==> config.mk <==
export PLATFORM = sky130hd
export DESIGN_NAME = alu_req_master
export DESIGN_NICKNAME = d
export VERILOG_FILES = /design/src/rtl/alu_req_master.sv
export SDC_FILE = /design/constraint.sdc
export NUM_CORES = 1
export LEC_CHECK = 0
export CAP_MARGIN = 20
export CORE_MARGIN = 5
export CORE_UTILIZATION = 35
export CTS_CLUSTER_DIAMETER = 30
export DETAILED_ROUTE_END_ITERATION = 7
export PLACE_DENSITY = 0.67
export SYNTH_ARGS = -nofsm -noshare
export SYNTH_HDL_FRONTEND = slang
export SYNTH_SLANG_ARGS = --single-unit
==> constraint.sdc <==
create_clock -name i_CLK -period 3.4 [get_ports i_CLK]
set_input_delay 0.68 -clock i_CLK [delete_from_list [all_inputs] [get_ports i_CLK]]
set_output_delay 0.68 -clock i_CLK [all_outputs]
set_load 0.01 [all_outputs]
==> src/rtl/alu_req_master.sv <==
`default_nettype none
// ============================================================================
// Module  : alu_req_master
// Brief   : Buffers ALU commands, issues them over valid/ready, tags returns
//           with their opcode and presents results downstream.
//           Optional macro ALU_REQ_MASTER_STATS_EN adds issue/done/stall counters.
// Revision: 1.0 - initial release
// ============================================================================
module alu_req_master #(
  parameter int WIDTH     = 8,
  parameter int OUT_WIDTH = WIDTH + 3,
  parameter int CMD_DEPTH = 4,
  parameter int MAX_OUTST = 4
) (
  input  logic                 i_CLK,
  input  logic                 i_RST,
  input  logic                 i_cmd_valid,
  output logic                 o_cmd_ready,
  input  logic [WIDTH-1:0]     i_cmd_arg0,
  input  logic [WIDTH-1:0]     i_cmd_arg1,
  input  logic [1:0]           i_cmd_oper,
  input  logic                 i_flush,
  output logic [WIDTH-1:0]     o_alu_arg0,
  output logic [WIDTH-1:0]     o_alu_arg1,
  output logic [1:0]           o_alu_oper,
  output logic                 o_alu_VALID,
  input  logic                 i_alu_READY,
  input  logic                 i_alu_VALID,
  output logic                 o_alu_READY,
  input  logic [OUT_WIDTH-1:0] i_alu_Y,
  output logic                 o_res_valid,
  input  logic                 i_res_ready,
  output logic [OUT_WIDTH-1:0] o_res_Y,
  output logic [1:0]           o_res_oper,
  output logic [3:0]           o_outst,
  output logic                 o_busy
`ifdef ALU_REQ_MASTER_STATS_EN
  ,
  output logic [15:0]          o_stat_issued,
  output logic [15:0]          o_stat_done,
  output logic [15:0]          o_stat_stall
`endif
);

  localparam int          AW          = $clog2(CMD_DEPTH);
  localparam logic [AW-1:0] C_PTR_ONE = AW'(1);
  localparam logic [AW:0]   C_CNT_ONE = (AW+1)'(1);
  localparam logic [AW:0]   C_CMD_FULL = (AW+1)'(CMD_DEPTH);
  localparam logic [3:0]  C_MAX_OUTST = 4'(MAX_OUTST);
  localparam logic [3:0]  C_TAG_LAST  = 4'(MAX_OUTST - 1);

  typedef enum logic [1:0] {
    S_IDLE  = 2'd0,
    S_RUN   = 2'd1,
    S_FLUSH = 2'd2
  } state_t;

  state_t               r_state;
  logic [WIDTH-1:0]     r_arg0_mem [CMD_DEPTH];
  logic [WIDTH-1:0]     r_arg1_mem [CMD_DEPTH];
  logic [1:0]           r_oper_mem [CMD_DEPTH];
  logic [AW-1:0]        r_wr_ptr;
  logic [AW-1:0]        r_rd_ptr;
  logic [AW:0]          r_cmd_cnt;
  logic [1:0]           r_tag_mem  [16];
  logic [3:0]           r_tag_wr;
  logic [3:0]           r_tag_rd;
  logic [3:0]           r_outst;
  logic                 r_res_valid;
  logic [OUT_WIDTH-1:0] r_res_y;
  logic [1:0]           r_res_oper;

  logic       w_empty;
  logic       w_full;
  logic       w_push;
  logic       w_issue;
  logic       w_ret;
  logic [3:0] w_tag_wr_nxt;
  logic [3:0] w_tag_rd_nxt;

  assign w_empty = (r_cmd_cnt == '0);
  assign w_full  = (r_cmd_cnt == C_CMD_FULL);

  assign o_cmd_ready = !i_RST && !w_full && (r_state != S_FLUSH);
  // Issue is allowed in FLUSH as well so buffered commands drain out.
  assign o_alu_VALID = !w_empty && (r_outst < C_MAX_OUTST) && (r_state != S_IDLE);
  assign o_alu_arg0  = w_empty ? '0 : r_arg0_mem[r_rd_ptr];
  assign o_alu_arg1  = w_empty ? '0 : r_arg1_mem[r_rd_ptr];
  assign o_alu_oper  = w_empty ? '0 : r_oper_mem[r_rd_ptr];
  assign o_alu_READY = !r_res_valid || i_res_ready;

  assign w_push  = i_cmd_valid && o_cmd_ready;
  assign w_issue = o_alu_VALID && i_alu_READY;
  // A return with nothing in flight is a protocol error and is dropped.
  assign w_ret   = i_alu_VALID && o_alu_READY && (r_outst != 4'd0);

  assign w_tag_wr_nxt = (r_tag_wr == C_TAG_LAST) ? 4'd0 : r_tag_wr + 4'd1;
  assign w_tag_rd_nxt = (r_tag_rd == C_TAG_LAST) ? 4'd0 : r_tag_rd + 4'd1;

  assign o_res_valid = r_res_valid;
  assign o_res_Y     = r_res_y;
  assign o_res_oper  = r_res_oper;
  assign o_outst     = r_outst;
  assign o_busy      = (r_state != S_IDLE) || !w_empty || (r_outst != 4'd0) || r_res_valid;

  always_ff @(posedge i_CLK) begin
    if (w_push) begin
      r_arg0_mem[r_wr_ptr] <= i_cmd_arg0;
      r_arg1_mem[r_wr_ptr] <= i_cmd_arg1;
      r_oper_mem[r_wr_ptr] <= i_cmd_oper;
    end
    if (w_issue) begin
      r_tag_mem[r_tag_wr] <= r_oper_mem[r_rd_ptr];
    end
  end

  always_ff @(posedge i_CLK) begin
    if (i_RST) begin
      r_state     <= S_IDLE;
      r_wr_ptr    <= '0;
      r_rd_ptr    <= '0;
      r_cmd_cnt   <= '0;
      r_tag_wr    <= '0;
      r_tag_rd    <= '0;
      r_outst     <= '0;
      r_res_valid <= 1'b0;
      r_res_y     <= '0;
      r_res_oper  <= '0;
    end else begin
      if (w_push) r_wr_ptr <= r_wr_ptr + C_PTR_ONE;
      if (w_issue) begin
        r_rd_ptr <= r_rd_ptr + C_PTR_ONE;
        r_tag_wr <= w_tag_wr_nxt;
      end
      case ({w_push, w_issue})
        2'b10:   r_cmd_cnt <= r_cmd_cnt + C_CNT_ONE;
        2'b01:   r_cmd_cnt <= r_cmd_cnt - C_CNT_ONE;
        default: ;
      endcase
      case ({w_issue, w_ret})
        2'b10:   r_outst <= r_outst + 4'd1;
        2'b01:   r_outst <= r_outst - 4'd1;
        default: ;
      endcase
      if (w_ret) begin
        r_res_valid <= 1'b1;
        r_res_y     <= i_alu_Y;
        r_res_oper  <= r_tag_mem[r_tag_rd];
        r_tag_rd    <= w_tag_rd_nxt;
      end else if (i_res_ready) begin
        r_res_valid <= 1'b0;
      end
      case (r_state)
        // Looking at the push lets a fresh command issue on the next cycle.
        S_IDLE:  if (!w_empty || w_push) r_state <= S_RUN;
        S_RUN: begin
          if (i_flush) r_state <= S_FLUSH;
          else if (w_empty && !w_push && (r_outst == 4'd0)) r_state <= S_IDLE;
        end
        S_FLUSH: if (w_empty && (r_outst == 4'd0) && !r_res_valid) r_state <= S_IDLE;
        default: r_state <= S_IDLE;
      endcase
    end
  end

`ifdef ALU_REQ_MASTER_STATS_EN
  always_ff @(posedge i_CLK) begin
    if (i_RST) begin
      o_stat_issued <= '0;
      o_stat_done   <= '0;
      o_stat_stall  <= '0;
    end else begin
      if (w_issue && (o_stat_issued != 16'hFFFF)) o_stat_issued <= o_stat_issued + 16'd1;
      if (w_ret && (o_stat_done != 16'hFFFF)) o_stat_done <= o_stat_done + 16'd1;
      if (o_alu_VALID && !i_alu_READY && (o_stat_stall != 16'hFFFF))
        o_stat_stall <= o_stat_stall + 16'd1;
    end
  end
`else
  // Statistics counters are not built in this configuration.
`endif

endmodule
`default_nettype wire

# After elaboration in Yosys (flattened, before gate mapping)
# Memories as Yosys holds them, arrays and structs flattened. A register that Yosys moved wholly into a read port is not among the register bits.
# Index checks and enable logic that the tools add are counted.
# totals
ram_bits	104
reg_bits	33
word_cells	90
out_inout_bits	40
inputBits	36
mem_count	4
# op_classes
eq_ne	13
order_cmp	1
n_mux	24
n_reduce_logical	31
n_addsub	8
# mem_list
memory	words	word_bits	read_ports	rd_clocked_by_memory_dff	wr	line_no	rtl
r_arg0_mem	4	8	1	1	1	59	logic [WIDTH-1:0] r_arg0_mem [CMD_DEPTH];
r_arg1_mem	4	8	1	1	1	60	logic [WIDTH-1:0] r_arg1_mem [CMD_DEPTH];
r_tag_mem	16	2	1	1	1	65	logic [1:0] r_tag_mem [16];
r_oper_mem	4	2	1	1	1	61	logic [1:0] r_oper_mem [CMD_DEPTH];
# op_table
operator	n
$mux W2	11
$mux W8	2
$add A4 B1 Y4 const B	3
$logic_and A1 B1 Y1	12
$eq A4 B2 Y1 const B	2
$mux W4	2
$pmux W4 S2	1
$reduce_bool A2 Y1	4
$eq A2 B1 Y1 const B	3
$eq A2 B2 Y1 const B	3
$mux W1	6
$ne A2 B2 Y1 const B	3
$pmux W2 S3	1
$pmux W3 S2	1
$logic_not A1 Y1	5
$logic_or A1 B1 Y1	5
$add A2 B1 Y2 const B	2
$logic_not A4 Y1	1
$lt A4 B3 Y1 const B	1
$reduce_bool A4 Y1	1
$sub A4 B1 Y4 const B	1
$add A3 B1 Y3 const B	1
$eq A3 B3 Y1 const B	1
$logic_not A3 Y1	1
4 further kinds	4

# Depth between registers and ports, before layout
# Gate-level depths: netlist (run 1).
# logic_depth
depth_word	11
ltp_mapped	12
depth_no_buf	10

# Least setup slack after synthesis (run 1)
# OpenSTA, ideal clock, no wires.
# synth_timing
kind	flip-flop to flip-flop
startpoint	register r_outst[1] (netlist: o_outst[1])
endpoint	register r_outst[2] (netlist: o_outst[2])
stages_incl_launch_ff	13
n_path_buf	2
required_time_ps	3330
setup_ps	70
arrival_time_ps	2657
setup_slack_ps	672
period_less_slack_ps	2728
path_cell_list	dfxtp_1 > clkbuf_1 > or4_1 > nand3_2 > inv_2 > buf_2 > ha_1 > xor2_1 > ha_1 > a21oi_1 > xor2_1 > or3_1 > a21oi_1
# synth_via
word_cells_on_any_way	12
classes_between	add/sub (2); order compare (1); eq/ne (2); mux (1); reduce/logical (6)
# synth_rtl
item	line_no	rtl
from (decl)	68	logic [3:0] r_outst;
from (signal assigned)	141	2'b10: r_outst <= r_outst + 4'd1;
from (signal assigned)	142	2'b01: r_outst <= r_outst - 4'd1;
$reduce_bool A4 Y1 *	95	assign w_ret = i_alu_VALID && o_alu_READY && (r_outst != 4'd0);
$logic_and A1 B1 Y1 *	95	
net w_ret	77	logic w_ret;
$eq A2 B1 Y1 / $eq A2 B2 Y1 (equally long branches)	140	case ({w_issue, w_ret})
$pmux W4 S2 / $reduce_bool A2 Y1 (equally long branches)	--	
# The timed path passes the listed nets; every way through them passes the cells marked *.
# A chain may end at the register's enable or synchronous reset.

==> flow_summary.yaml, run 1 <==
run_status:
  outcome: "finished, final reports clean"
sta:
  final_max_slew_viol_count: 0
  hold_violations: 0
  slew_headroom_pct: 48.5
  clock_skew_ns: 0.00949
  grt_setup_unrepaired: "no"
  setup_violations: 0
  fin_setup_tns_ns: 0
  period_share_pct: 89.9
  max_freq_ghz: 0.327
  worstMarginPinSlew_ns: 0.773
  fin_crit_ns: 3.06
  layout_setup_ws_ns: 0.345
routing:
  drtAntennaViolNets: 0
  routedWlPerCell_microns: 16.1
  drc: 0
  wirelength_microns: 11300
  drt_pass1_iterations: 4
  vias_per_cell: 4.85
  dr_total_vias: 3412
  first_iter_violations: 178
floorplan:
  coreArea_sq_um: 16000
  die_h_microns: 138
  die-area_sq_um: 19100
  row_count: 46
  die_w_microns: 138
  start_util_pct: 35.9
  ioPinCount: 76
cts:
  cts_setup_buffers: 0
  postCtsHoldBufs: 0
  clk_pin_slew_ns: 0.05
  post_cts_resize_count: 0
  clock_sinks: 141
  cts_tree: "yes"
  clk_latency_ns: 0.42
  clk_path_buf_depth: 2
  htreeDepth: 4
  cts_buffers: 17
  cts-root-buf: "clkbuf_16"
power_and_ir_drop:
  p_total_w: 0.00413
  seqPwrFrac_pct: 46.4
  ir_drop_mv: 0.453
  pwr-share-comb_pct: 8.7
  p_clk_share_pct: 45.0
  powerDensity_nw_per_um2: 558
  p_leak_nw: 2.43
  p_int_w: 0.00323
  sw_frac_of_total_pct: 21.7
  power.switching_w: 0.000896
synthesis:
  synth_flop_cell: "edfxtp_1"
  synth.distinct_cells: 37
  ys_warn_count: 0
  synth_seq_cells: 141
  async_flop_share_pct: 0
  synthCells: 386
  synthesis.area_sq_um: 5750
  syn-num-nets: 436
  synth_edf_count: 104
  syn_avg_cell_area_sq_um: 14.9
  yosysSeqAreaShare_pct: 67.2
grt:
  grt_first_pass_wirelength_microns: 18200
  grtUsageTotal_pct: 12.0
  grt_util_met3_pct: 4.17
  grt_antenna_before_repair: 0
  use_met1_pct: 14.6
  grt_overflow: 0
  grt_util_met2_pct: 19.9
  grt.busiest_layer: "met2"
  grt_max_degree: 24
  grt_pass1_vias: 3555
setup_path:
  worstSetupPathType: "register to output pin"
  r2r-start: "r_cmd_cnt[2]"
  cp-start-kind: "register"
  ff2ff_path_depth: 10
  critical_path.max_fanout: 18
  r2r_setup_slack_ns: 0.55
  end_kind: "output pin"
  r2r_end: "o_outst[2]"
  crit_arrival_ns: 2.38
  cp_data_required_time_ns: 2.72
final_layout:
  filler_cell_count: 1422
  mostFrequentLayoutCells: "104 x edfxtp_1, 75 x clkdlybuf4s50_1, 39 x nand2_1"
  fin_nets: 525
  layout-drive-gt1-share_pct: 15.2
  fin_cells: 704
  antenna_cells: 0
  synthToLayoutAreaGrowth_pct: 28.6
  mostFrequentLayoutCell: "edfxtp_1"
min_path:
  whs_path_depth: 2
  whs_endpoint: "o_res_oper[1]"
  hp-start: "o_res_oper[1]"
  hold_path.class: "register to register"
placement:
  place_inst: 672
  pre_cts_ws_ns: 0.549
  place_hpwl_microns: 7520
  io_buffers: 75
  gp_congestion: 0.753
job:
  cap_violations: 0
metrics by stage:
stage               utilization [%]  hold slack, ns  instance area (sq um)
CTS                            46.2           0.455                   7390
global placement               42.5           0.443                   6800
floorplan                         -           0.437                   5750
detailed placement             42.5           0.447                   6800
global route                   46.2           0.476                   7390
finish                         46.2           0.452                   7390
layout make-up:
class | instances | area [sq um] | area share, %
inverter | 15 | 56.3 | 0.762
timing repair buffer | 87 | 853 | 11.5
clock buffer | 18 | 429 | 5.80
sequential | 141 | 3860 | 52.3
multi-input combinational | 213 | 1760 | 23.7
tap | 216 | 270 | 3.66
clock inverter | 14 | 165 | 2.23
synthesized netlist by cell type, drive strengths merged (3+ instances only):
master  count  area share, %
xnor2       3           0.46
or3         6           0.65
buf         5           0.52
and2       22            2.4
nor2b       3           0.33
ha         13            2.8
a21oi      29            2.5
edfxtp    104             54
nor3        5           0.44
mux4       28             11
nand2      39            2.5
nand2b      4           0.44
clkbuf     12           0.78
inv        14           0.91
dfxtp      37             13
nor2       26            1.7
xor2        5           0.76
o21ai       8           0.70
nand3       3           0.35
cell families after synthesis:
group	synth area share, %
flip-flops	67.2
AND/OR/NAND/NOR	10.2
AO/OA/AOI/OAI	4.42
buffers and inverters	2.28
multiplexers	11.5
adder cells (fa/ha/maj)	3.18
XOR/XNOR	1.22
worst max path at each step:
stage,start,end,depth (start not counted)
finish,register,o_alu_oper[0],4
floorplan,o_outst[1],o_outst[2],12
detailed placement,i_alu_READY,o_outst[2],10
CTS,register,o_alu_oper[0],4
global placement,i_alu_READY,o_outst[2],10
global route,r_cmd_cnt[0],o_busy,4
power by group through the flow:
stage               sequential, W  clock (W)  combinational [W]
detailed placement        0.00195          0           0.000361
floorplan                 0.00195          0           0.000171
CTS                       0.00191    0.00189           0.000365
global route              0.00192    0.00197           0.000390
finish                    0.00191    0.00185           0.000358
global placement          0.00195          0           0.000355
flip-flops by register name, summed over array words and instances (netlist names), named ones only:
register / cells
r_arg1_mem: 32
r_tag_mem: 32
r_state: 2
r_arg0_mem: 32
r_wr_ptr: 2
o_res_valid: 1
r_oper_mem: 8
o_res_Y: 11
r_tag_wr: 4
r_rd_ptr: 2
r_cmd_cnt: 3
o_outst: 4
r_tag_rd: 4
o_res_oper: 2
worst max-delay path, cell delays in order, from the launching register on:
cell             delay (ns)
dfxtp_1                0.35
buf_12                 0.20
mux4_2                 0.68
and2_1                 0.24
clkdlybuf4s50_1        0.48
routing by layer:
metal  wire length, microns  vias up
li1                       -     1611
met1                   5000     1692
met2                   5600       97
met3                    627       12
met4                    111        0
met5                      0        -
(Power assumes the default switching activity.)
==> inputs of run 2 (changes only) <==
PLACE_DENSITY = default   (was 0.67)
clock period = 3.7 ns   (was 3.4 ns; I/O delays follow)
==> flow_summary.yaml, run 2 (synthesized netlist as in run 1, its figures left out) <==
sta:
  layout_setup_ws_ns: 0.329
  setup_violations: 0
  max_freq_ghz: 0.297
  slew_headroom_pct: 50.3
  final_max_slew_viol_count: 0
  fin_crit_ns: 3.37
  clock_skew_ns: 0.00751
  hold_violations: 0
  fin_setup_tns_ns: 0
  period_share_pct: 91.1
  worstMarginPinSlew_ns: 0.745
  grt_setup_unrepaired: "no"
placement:
  place_hpwl_microns: 7870
  placed_area_sq_um: 6800
  pre_cts_ws_ns: 0.616
  io_buffers: 75
  gp_congestion: 0.722
  place_inst: 672
floorplan:
  row_count: 46
  die_h_microns: 138
  die-area_sq_um: 19100
  ioPinCount: 76
  coreArea_sq_um: 16000
  die_w_microns: 138
  start_util_pct: 35.9
grt:
  grt_max_degree: 26
  grt_pass1_vias: 3570
  grt_util_met3_pct: 4.21
  grtUsageTotal_pct: 12.9
  grt_overflow: 0
  use_met1_pct: 16.1
  grt_first_pass_wirelength_microns: 19500
  grt_util_met2_pct: 21.2
  grt_antenna_before_repair: 0
  grt.busiest_layer: "met2"
routing:
  wirelength_microns: 11800
  dr_total_vias: 3381
  drt_pass1_iterations: 5
  drc: 0
  vias_per_cell: 4.80
  routedWlPerCell_microns: 16.8
  first_iter_violations: 191
  drtAntennaViolNets: 0
setup_path:
  worstSetupPathType: "register to output pin"
  cp_data_required_time_ns: 2.96
  end_kind: "output pin"
  cp-start-kind: "register"
  critical_path.max_fanout: 9
  crit_arrival_ns: 2.63
final_layout:
  fin_nets: 525
  layout-drive-gt1-share_pct: 15.8
  fin_cells: 704
  mostFrequentLayoutCell: "edfxtp_1"
  multi_input_area_sq_um: 1760
  synthToLayoutAreaGrowth_pct: 29.7
  antenna_cells: 0
  largest_registers: "r_arg0_mem x32, r_arg1_mem x32, r_tag_mem x32"
  filler_cell_count: 1438
  mostFrequentLayoutCells: "104 x edfxtp_1, 75 x clkdlybuf4s50_1, 39 x nand2_1"
  final_area_sq_um: 7460
  seq_area_sq_um: 3860
cts:
  cts_setup_buffers: 0
  clock_sinks: 141
  clk_pin_slew_ns: 0.06
  cts_buffers: 17
  clk_latency_ns: 0.42
  post_cts_resize_count: 0
  postCtsHoldBufs: 0
  clk_path_buf_depth: 2
  cts-root-buf: "clkbuf_16"
  cts_tree: "yes"
  htreeDepth: 4
power_and_ir_drop:
  p_clk_share_pct: 47.4
  seqPwrFrac_pct: 44.3
  p_total_w: 0.00397
  power.switching_w: 0.000854
  p_int_w: 0.00312
  powerDensity_nw_per_um2: 532
  p_leak_nw: 2.46
  sw_frac_of_total_pct: 21.5
  ir_drop_mv: 0.367
  pwr-share-comb_pct: 8.2
min_path:
  hold_path.class: "register to register"
job:
  cap_violations: 0
run_status:
  outcome: "finished, final reports clean"
==> run 2: cell types whose count changed in the layout (fill, tap and decap cells not counted), sizes merged <==
cell	previous run	this run
clkinv	6	5
clkinvlp	2	1
bufinv	3	5
inv	18	19
clkbuf	18	17
==> run 2: per-layer routing <==
metal | vias up | routed length [microns]
met4 | 0 | 141
met2 | 71 | 5890
met1 | 1687 | 5230
met3 | 11 | 543
met5 | - | 0
li1 | 1612 | -
==> run 2: final timing paths <==
| kind | startpoint | end | slack (ns) | depth (start not counted) |
|---|---|---|---|---|
| min reg2reg | o_res_Y[1] | o_res_Y[1] | 0.45 | 2 |
| max reg2reg | o_outst[1] | o_outst[2] | 1.03 | 10 |
| min | o_res_Y[1] | o_res_Y[1] | 0.45 | 2 |
| max | register | o_alu_arg1[0] | 0.33 | 4 |
==> run 2: worst max-delay path, stage by stage, from the launching register on <==
cell and delay, ns:
dfxtp_1 0.73, buf_4 0.30, mux4_2 0.52, and2_1 0.17, clkdlybuf4s50_1 0.48
==> run 2: power groups by stage <==
stage          clock network, W  logic (W)  registers (W)
2_1_floorplan                 0   0.000157        0.00179
3_3_place_gp                  0   0.000331        0.00179
3_5_place_dp                  0   0.000334        0.00179
4_1_cts                 0.00192   0.000337        0.00176
5_1_grt                 0.00200   0.000361        0.00176
6_report                0.00188   0.000327        0.00176
==> run 2: through the flow <==
stage | util [%] | hold WS, ns
3_3_place_gp | 42.5 | 0.442
6_report | 46.6 | 0.455
2_1_floorplan | - | 0.437
5_1_grt | 46.6 | 0.471
3_5_place_dp | 42.5 | 0.448
4_1_cts | 46.6 | 0.457
==> run 2: layout make-up <==
type | count | area share, %
repair buffers | 87 | 11.4
clock inverters | 15 | 3.12
inverters | 15 | 0.755
well taps | 216 | 3.62
clock buffers | 17 | 5.70
flip-flops and latches | 141 | 51.8
multi-input cells | 213 | 23.5
